$ cat config.mk
export PLATFORM = sky130hd
export DESIGN_NAME = hazard_ctrl
export DESIGN_NICKNAME = d
export VERILOG_FILES = /design/src/rtl/hazard_pkg.sv /design/src/rtl/hazard_match.sv /design/src/rtl/hazard_ctrl.sv
export SDC_FILE = /design/constraint.sdc
export NUM_CORES = 1
export LEC_CHECK = 0
export CAP_MARGIN = 20
export CORE_ASPECT_RATIO = 2
export CORE_UTILIZATION = 36
export DETAILED_ROUTE_END_ITERATION = 10
export GPL_TIMING_DRIVEN = 0
export PLACE_DENSITY = 0.66
export RECOVER_POWER = 100
export SYNTH_ARGS = -nofsm -noshare
export SYNTH_HDL_FRONTEND = slang
export SYNTH_SLANG_ARGS = --single-unit
$ cat constraint.sdc
create_clock -name clk -period 10.1 [get_ports clk]
set_clock_uncertainty 0.2 [all_clocks]
set_input_delay 3.03 -clock clk [delete_from_list [all_inputs] [get_ports clk]]
set_output_delay 3.03 -clock clk [all_outputs]
set_load 0.05 [all_outputs]
$ cat src/rtl/hazard_pkg.sv
// -----------------------------------------------------------------------------
// hazard_pkg
// Shared types for the RV32I hazard/forwarding controller.
//   state_t     : controller FSM states (RUN, LU_STALL, MEM_WAIT, FLUSH)
//   sb_entry_t  : one scoreboard slot {valid, rd, is_load}
//   SB_RD_W     : register-index width held in a scoreboard slot. The
//                 controller's REG_AW parameter must not exceed it.
// -----------------------------------------------------------------------------
package hazard_pkg;

   localparam int SB_RD_W = 5;

   typedef enum logic [1:0] {
      RUN      = 2'd0,
      LU_STALL = 2'd1,
      MEM_WAIT = 2'd2,
      FLUSH    = 2'd3
   } state_t;

   typedef struct packed {
      logic               valid;
      logic [SB_RD_W-1:0] rd;
      logic               is_load;
   } sb_entry_t;

endpackage

$ cat src/rtl/hazard_match.sv
// -----------------------------------------------------------------------------
// hazard_match
// Combinational comparator: one decode source register against every
// scoreboard slot. The lowest matching slot (youngest producer) wins.
// Ports:
//   rs        in   REG_AW          source register index
//   use_rs    in   1               source is really read (already includes
//                                  the decode-valid qualifier)
//   entries   in   TRACK_DEPTH     scoreboard slots, [0] = youngest
//   hit       out  1               some slot produces rs
//   idx       out  SEL_W           0-based index of the youngest match
//   hit_load  out  1               the winning slot is a load
// -----------------------------------------------------------------------------
module hazard_match
   import hazard_pkg::*;
#(
   parameter int REG_AW      = 5,
   parameter int TRACK_DEPTH = 4,
   parameter int SEL_W       = 3
) (
   input  logic [REG_AW-1:0]            rs,
   input  logic                         use_rs,
   input  sb_entry_t [TRACK_DEPTH-1:0]  entries,
   output logic                         hit,
   output logic [SEL_W-1:0]             idx,
   output logic                         hit_load
);

   // Scan oldest to youngest so that the youngest match overwrites.
   // x0 is hardwired zero and can never carry a hazard.
   always_comb begin
      hit      = 1'b0;
      idx      = '0;
      hit_load = 1'b0;
      if (use_rs && (rs != '0)) begin
         for (int k = TRACK_DEPTH - 1; k >= 0; k--) begin
            if (entries[k].valid && (entries[k].rd == SB_RD_W'(rs))) begin
               hit      = 1'b1;
               idx      = SEL_W'(k);
               hit_load = entries[k].is_load;
            end
         end
      end
   end

endmodule

$ cat src/rtl/hazard_ctrl.sv
// -----------------------------------------------------------------------------
// hazard_ctrl
// Hazard / forwarding controller for a 5-stage RV32I pipeline. Tracks the
// destinations of in-flight instructions in a shift-register scoreboard and
// produces forwarding selects, load-use stalls, redirect flushes and the
// memory-wait freeze.
//
// Build option: HAZARD_FWD_EN
//   defined   : forwarding enabled, only a load in slot 0 stalls (one cycle).
//   undefined : forwarding selects tied to 0; any match in any slot stalls
//               until the producer has shifted out of the scoreboard.
//
// Ports:
//   clk, rst                  clock, asynchronous active-low reset
//   dec_valid                 decode holds a real instruction
//   dec_rs1/rs2, dec_use_rs*  decode sources and whether they are read
//   dec_rd, dec_rd_we         decode destination and write enable
//   dec_is_load               decode instruction is a load
//   ex_redirect               execute: jump or taken branch
//   mem_request, mem_valid    data-memory request / response
//   stall_fetch, stall_decode hold PC+fetch pipe / decode pipe input
//   flush_decode              squash fetch->decode register
//   flush_execute             bubble into decode->execute register
//   freeze                    hold every pipe register (memory wait)
//   fwd_a_sel, fwd_b_sel      0 = regfile, k = tracked stage k
//   mem_err                   sticky memory timeout
//   state                     current FSM state (observability)
//
// Priority when events coincide: memory wait > redirect > load-use stall.
// Outputs are combinational from registered state plus current inputs and
// are all held at 0 while rst is low.
// -----------------------------------------------------------------------------
module hazard_ctrl
   import hazard_pkg::*;
#(
   parameter int REG_AW      = 5,
   parameter int TRACK_DEPTH = 4,
   parameter int SEL_W       = 3,
   parameter int MEM_TIMEOUT = 255
) (
   input  logic              clk,
   input  logic              rst,
   input  logic              dec_valid,
   input  logic [REG_AW-1:0] dec_rs1,
   input  logic [REG_AW-1:0] dec_rs2,
   input  logic              dec_use_rs1,
   input  logic              dec_use_rs2,
   input  logic [REG_AW-1:0] dec_rd,
   input  logic              dec_rd_we,
   input  logic              dec_is_load,
   input  logic              ex_redirect,
   input  logic              mem_request,
   input  logic              mem_valid,
   output logic              stall_fetch,
   output logic              stall_decode,
   output logic              flush_decode,
   output logic              flush_execute,
   output logic              freeze,
   output logic [SEL_W-1:0]  fwd_a_sel,
   output logic [SEL_W-1:0]  fwd_b_sel,
   output logic              mem_err,
   output state_t            state
);

   localparam int              CNT_W   = $clog2(MEM_TIMEOUT + 1);
   localparam logic [CNT_W-1:0] CNT_MAX = CNT_W'(MEM_TIMEOUT);

   state_t                       state_q;
   sb_entry_t [TRACK_DEPTH-1:0]  sb_q;
   logic [CNT_W-1:0]             wait_cnt_q;
   logic                         mem_err_q;

   logic             hit_a, hit_b, load_a, load_b;
   logic [SEL_W-1:0] idx_a, idx_b;
   logic             frz_c, redirect_c, stall_c, push_c;
   logic [SEL_W-1:0] sel_a_c, sel_b_c;
   sb_entry_t        new_entry;

   hazard_match #(.REG_AW(REG_AW), .TRACK_DEPTH(TRACK_DEPTH), .SEL_W(SEL_W)) u_match_a (
      .rs       (dec_rs1),
      .use_rs   (dec_valid & dec_use_rs1),
      .entries  (sb_q),
      .hit      (hit_a),
      .idx      (idx_a),
      .hit_load (load_a)
   );

   hazard_match #(.REG_AW(REG_AW), .TRACK_DEPTH(TRACK_DEPTH), .SEL_W(SEL_W)) u_match_b (
      .rs       (dec_rs2),
      .use_rs   (dec_valid & dec_use_rs2),
      .entries  (sb_q),
      .hit      (hit_b),
      .idx      (idx_b),
      .hit_load (load_b)
   );

   // Entering the wait is decided by the live request so the freeze covers
   // the very first unanswered cycle; once waiting only the response counts.
   assign frz_c      = (state_q == MEM_WAIT) ? !mem_valid : (mem_request & !mem_valid);
   assign redirect_c = ex_redirect & !frz_c;

`ifdef HAZARD_FWD_EN
   // Only a load in slot 0 cannot be forwarded in time.
   assign stall_c = !frz_c & !ex_redirect &
                    ((hit_a & (idx_a == '0) & load_a) | (hit_b & (idx_b == '0) & load_b));
   assign sel_a_c = hit_a ? idx_a + 1'b1 : '0;
   assign sel_b_c = hit_b ? idx_b + 1'b1 : '0;
`else
   // Without forwarding every producer still in flight blocks the consumer.
   logic unused_match;
   assign unused_match = ^{idx_a, idx_b, load_a, load_b};
   assign stall_c = !frz_c & !ex_redirect & (hit_a | hit_b);
   assign sel_a_c = '0;
   assign sel_b_c = '0;
`endif

   // Squashed or stalled decode instructions enter the scoreboard as bubbles.
   assign push_c = dec_valid & dec_rd_we & (dec_rd != '0) & !redirect_c & !stall_c;

   always_comb begin
      new_entry = '0;
      if (push_c) begin
         new_entry.valid   = 1'b1;
         new_entry.rd      = SB_RD_W'(dec_rd);
         new_entry.is_load = dec_is_load;
      end
   end

   always_comb begin
      stall_fetch   = 1'b0;
      stall_decode  = 1'b0;
      flush_decode  = 1'b0;
      flush_execute = 1'b0;
      freeze        = 1'b0;
      fwd_a_sel     = '0;
      fwd_b_sel     = '0;
      if (rst) begin
         freeze        = frz_c;
         flush_decode  = redirect_c;
         flush_execute = redirect_c | stall_c;
         stall_fetch   = stall_c;
         stall_decode  = stall_c;
         if (!frz_c && !ex_redirect && !stall_c) begin
            fwd_a_sel = sel_a_c;
            fwd_b_sel = sel_b_c;
         end
      end
   end

   assign mem_err = mem_err_q;
   assign state   = state_q;

   always_ff @(posedge clk or negedge rst) begin
      if (!rst) begin
         state_q    <= RUN;
         sb_q       <= '0;
         wait_cnt_q <= '0;
         mem_err_q  <= 1'b0;
      end else if (frz_c) begin
         // Scoreboard holds while frozen; the wait counter saturates.
         state_q <= MEM_WAIT;
         if (wait_cnt_q != CNT_MAX) begin
            wait_cnt_q <= wait_cnt_q + 1'b1;
         end
         if (wait_cnt_q >= CNT_MAX - 1'b1) begin
            mem_err_q <= 1'b1;
         end
      end else begin
         wait_cnt_q <= '0;
         if (redirect_c) begin
            state_q <= FLUSH;
         end else if (stall_c) begin
            state_q <= LU_STALL;
         end else begin
            state_q <= RUN;
         end
         sb_q <= {sb_q[TRACK_DEPTH-2:0], new_entry};
      end
   end

endmodule

== After elaboration in Yosys (flattened, before gate mapping) ==
Cells that the tools add are included.
Cells by class
  reduce and logical (&&, ||, !) cells: 19
  mux-type cells: 21
  $add $sub $neg: 1
  bitwise logic cells: 12
  equal/unequal tests: 11
  $lt $le $gt $ge: 1
Operator list (count)
  == test 5 bit: 8
  two-way mux 1 bit: 16
  two-way mux 8 bit: 2
  nonzero test 5 bit: 3
  AND 1 bit: 10
  logical AND 1 bit: 10
  adder 8 x 1 -> 8 bit, second input constant: 1
  greater-or-equal comparator 8 bit, second input constant: 1
  inequality test 8 bit, second input constant: 1
  two-way mux 7 bit: 1
  zero test 1 bit: 5
  two-way mux 2 bit: 2
  == test 2 bit, second input constant: 1
  inequality test 2 x 1 -> 1 bit, second input constant: 1
  OR 1 bit: 2
  AND reduction 2 bit: 1
Word-level totals
  output and inout port bits: 14
  register bits: 35
  word-level logic and storage cells: 76
  input port bits: 25

== Logic depth before layout (Yosys ltp) ==
  word-level depth: 12
  gate-level depth with buffers: 8
  gate-level depth less buffers: 6

== Cells and area by module ==
Synthesis repeated with hierarchy kept, for this count alone.
Unflattened totals
  cells, all modules: 255
  area, all modules: 2741.4 um^2
By module, submodules not included
  hazard_ctrl: cells an instance 153, sequential area each 975.9 um^2, area an instance 1955.6 um^2, instances 1
  hazard_match: cells an instance 51, sequential area each 0.0 um^2, area an instance 392.9 um^2, instances 2

== Worst setup path before layout ==
No wires, ideal clock.
  path type: input port to output port
  start point: in dec_rs1[2]
  end point: out stall_fetch
  data arrival time: 5532 ps
  setup slack: 1338 ps
  stages on the path: 8
  cells stage by stage: buf_2 -> xor2_1 -> nor4_1 -> nand3_1 -> nand4_1 -> a22oi_4 -> nor3b_1 -> buf_4
On the way
  word-level cells in the longest chain between the ends: 10
  elaborated cells between the ends (all ways): 18
  those cells by class: eq/ne (4); mux (6); bitwise (2); reduce/logical (6)
Ends and longest elaborated chain
  start, declared: line hazard_ctrl.sv:44  | input logic [REG_AW-1:0] dec_rs1,
  == test 5 bit: line hazard_match.sv:37  | if (entries[k].valid && (entries[k].rd == SB_RD_W'(rs))) begin
  logical AND 1 bit: line hazard_match.sv:37
  two-way mux 1 bit (4 in a row): line hazard_match.sv:37
  two-way mux 1 bit *: line hazard_match.sv:35  | if (use_rs && (rs != '0)) begin
  OR 1 bit *: line hazard_ctrl.sv:112  | assign stall_c = !frz_c & !ex_redirect & (hit_a | hit_b);
  AND 1 bit *: line hazard_ctrl.sv:112
  two-way mux 1 bit *
  end, declared: line hazard_ctrl.sv:54  | output logic stall_fetch,
Every way passes the cells marked *; elsewhere a longest branch is shown, timed or not.

== Worst setup path in the final report ==
  start point: in rst
  end point: out stall_fetch
On the way
  word-level cells in the longest chain between the ends: 1
Ends and longest elaborated chain
  start, declared: line hazard_ctrl.sv:42  | input logic rst,
  two-way mux 1 bit: line hazard_ctrl.sv:137  | if (rst) begin
Every way passes these cells.

==> flow_metrics.py <==
metrics = {
    "run_status": {
        "outcome": "complete, but fails checks",
        "violations": "capacitance limit, slew limit",
    },
    "yosys": {
        "synth_top_family_by_area": "simple AND/OR/NAND/NOR gates",
        "yosys.area_share.adder": 0.0121,
        "synthesis.instances": 230,
        "synth_seq_cells": 35,
        "syn_area_um2": 2070,
        "avgSynthCellArea_um2": 8.99,
        "yosys.area_share.simple": 0.215,
        "synth_mux_area_frac": 0,
        "ys_seq_area_frac": 0.423,
        "yosys_warnings": 0,
        "synth_cell_types": 34,
        "synth_compound_area_frac": 0.102,
        "synthXorXnorAreaFrac": 0.178,
    },
    "floorplanning": {
        "fp.dieW_um": 55.6,
        "row_count": 38,
        "start_util": 0.378,
        "core-area_um2": 5470,
        "die_h_um": 109,
        "die-area_um2": 6070,
        "io_pins": 39,
    },
    "power_and_ir_drop": {
        "swShare": 0.295,
        "leakage_uw": 0.00124,
        "irDropWorstVdd_uv": 74.8,
        "pwr-share-comb": 0.180,
        "power_frac_seq": 0.475,
        "internal-power_uw": 233,
        "switchingPower_uw": 97.5,
        "power_uw": 330,
        "powerDensity_nw_per_um2": 134,
        "clockPowerShare": 0.345,
    },
    "clock_network": {
        "post_cts_buffers": 0,
        "cts_tree": "yes",
        "hold_buffers": 0,
        "clk_pin_slew_ns": 0.07,
        "clkLatencyLatePin_ns": 0.29,
        "clk_path_buf_depth": 2,
        "clock_sinks": 35,
        "cts_resized": 0,
        "htree_num_levels": 2,
        "cts-root-buf": "clkbuf_8",
        "numCtsBuffers": 5,
    },
    "routing": {
        "ant_nets": 0,
        "vias_per_cell": 5.24,
        "dr_total_vias": 1699,
        "drc": 0,
        "firstDrtPassIters": 4,
        "drt_iter0_markers": 38,
        "totalWireLength_um": 5050,
        "wire_per_inst_um": 15.6,
    },
    "final_layout": {
        "fill_cells": 532,
        "most-common-layout-cells": "nand2_1 (61), dfrtp_1 (35), xor2_1 (33)",
        "n_antenna_cell": 0,
        "final_area_um2": 2460,
        "areaGrowthSynthToFinish_pct": 19.1,
        "drive_gt1_frac": 0.0985,
        "fin_cells": 324,
        "final_common_cell": "nand2_1",
        "final_nets": 290,
    },
    "setup_path": {
        "crit_arrival_ns": 5.81,
        "worstSetupPathType": "in -> out",
        "cpLargestDelayFamily": "buffers and inverters",
        "slowest_delay_ns": 1.42,
        "crit_chain": "clkbuf_1 > nor3b_1 > buf_4 > dlygate4sd3_1",
        "critPathBufInv": 3,
        "start_kind": "primary input",
        "worst_setup_path_end_kind": "primary output",
        "worst_path_max_delay_cell": "clkbuf_1",
        "crit_fanout": 38,
        "cp.required_ns": 6.87,
    },
    "sta": {
        "rsz0062_at_grt": "no",
        "finalSetupViolCount": 0,
        "post-route-period-util": 0.895,
        "finalMaxSlewViolations": 39,
        "finalHoldViolations": 0,
        "tightest_slew_ns": 2.02,
        "timing.fmax_ghz": 0.111,
        "slew_headroom": -0.349,
        "tns_ns": 0,
        "min_period_ns": 9.04,
        "fin_ws_ns": 1.06,
    },
    "min_path": {
        "hp-class": "reg -> reg",
    },
    "place": {
        "post_dp_cell_area_um2": 2370,
        "dpl.cell_count": 316,
        "gp_congestion": 0.864,
        "portBuffers": 21,
        "dp_slack_ns": 1.37,
        "dpl.hpwl_um": 3960,
    },
    "global_route": {
        "grt_pass1_vias": 1751,
        "grt_first_pass_wirelength_um": 8380,
        "antenna_found_initial": 0,
        "grt.total_usage": 0.183,
        "grt_max_degree": 39,
        "grt-ovfl-total": 0,
    },
    "job": {
        "drv_cap": 1,
    },
}
worst paths after layout:
check / startpoint / to / slack, ns / cells after the start
worst max-delay path: rst / stall_fetch / 1.06 / 4
worst min-delay path: mem_err$_DFFE_PN0P_ / mem_err$_DFFE_PN0P_ / 0.28 / 1
worst max register to register: state[1]$_DFF_PN0_ / sb_q[6]$_DFFE_PN0P_ / 7.91 / 5
worst min register to register: mem_err$_DFFE_PN0P_ / mem_err$_DFFE_PN0P_ / 0.28 / 1
max in group asynchronous: rst / sb_q[10]$_DFFE_PN0P_ / 5.43 / 1
min in group asynchronous: rst / sb_q[13]$_DFFE_PN0P_ / 3.11 / 1
sequential cells by signal (all words and copies together), names as in the netlist:
signal      count
mem_err         1
sb_q           24
state           2
wait_cnt_q      8
synthesized netlist by cell type:
library cell	count	share of area
nor2b_1	1	0.0030
and3_1	2	0.0060
a31oi_1	4	0.012
inv_1	2	0.0036
o21ba_2	1	0.0048
xor2_1	33	0.14
and2_1	2	0.0060
a211oi_1	3	0.011
o2111ai_1	1	0.0042
o311a_1	2	0.0097
buf_4	7	0.025
nor2_1	7	0.013
ha_1	2	0.012
nand4_1	2	0.0060
o21ai_0	2	0.0048
conb_1	1	0.0018
nand3_1	10	0.024
a21oi_1	3	0.0073
nor4_1	8	0.024
xnor2_1	9	0.038
nand2_1	61	0.11
nor3_1	2	0.0048
buf_6	1	0.0054
dfrtp_1	35	0.42
buf_2	8	0.019
a32o_1	6	0.029
o21bai_2	1	0.0054
a22oi_4	1	0.010
o21bai_1	1	0.0036
clkbuf_2	1	0.0024
nor3b_1	2	0.0073
and4_1	1	0.0042
or3_1	2	0.0060
clkbuf_1	6	0.011
power groups by stage:
| stage | Sequential (uW) | Combinational [uW] | Clock (uW) |
|---|---|---|---|
| global route | 158 | 65.5 | 121 |
| detailed placement | 160 | 60.8 | 0 |
| CTS | 157 | 61.0 | 117 |
| finish | 157 | 59.5 | 114 |
| floorplan | 160 | 39.3 | 0 |
| global placement | 159 | 60.1 | 0 |
cells by family (layout without fill, tap and decap cells):
logic type	Yosys count	after routing
AND/OR/NAND/NOR	100	100
flip-flops	35	35
AO/OA/AOI/OAI	25	25
XOR/XNOR	42	42
other	1	6
adder cells (fa/ha/maj)	2	2
buffers and inverters	25	54
layer usage:
metal / share of wire / global-route usage / wire [um] / up-vias
li1: - / - / - / 822
met1: 0.36 / 0.173 / 1800 / 793
met2: 0.54 / 0.339 / 2740 / 59
met3: 0.036 / 0.0249 / 181 / 25
met4: 0.066 / 0.155 / 333 / 0
met5: 0 / 0 / 0 / -
worst reg2reg max path: stages (launching register included):
cell	delay, ns
dfrtp_1	0.39
nor2b_1	0.15
o21bai_1	0.59
nand2_1	0.20
nor2_1	0.37
a32o_1	0.23
final cells by class:
cell class | count | area, um^2 | area share
multi-input combinational | 175 | 1070 | 0.434
timing repair buffer | 21 | 204 | 0.0828
inverter | 2 | 7.51 | 0.00305
buffer | 23 | 131 | 0.0534
sequential | 35 | 876 | 0.356
clock buffer | 8 | 100 | 0.0407
tap | 60 | 75.1 | 0.0305
stage by stage:
step | utilization | hold WS, ns
after floorplan | - | 0.260
after global placement | 0.434 | 0.269
after detailed placement | 0.433 | 0.267
after CTS | 0.451 | 0.292
after global routing | 0.450 | 0.297
final | 0.450 | 0.283
(Power assumes the default switching activity.)
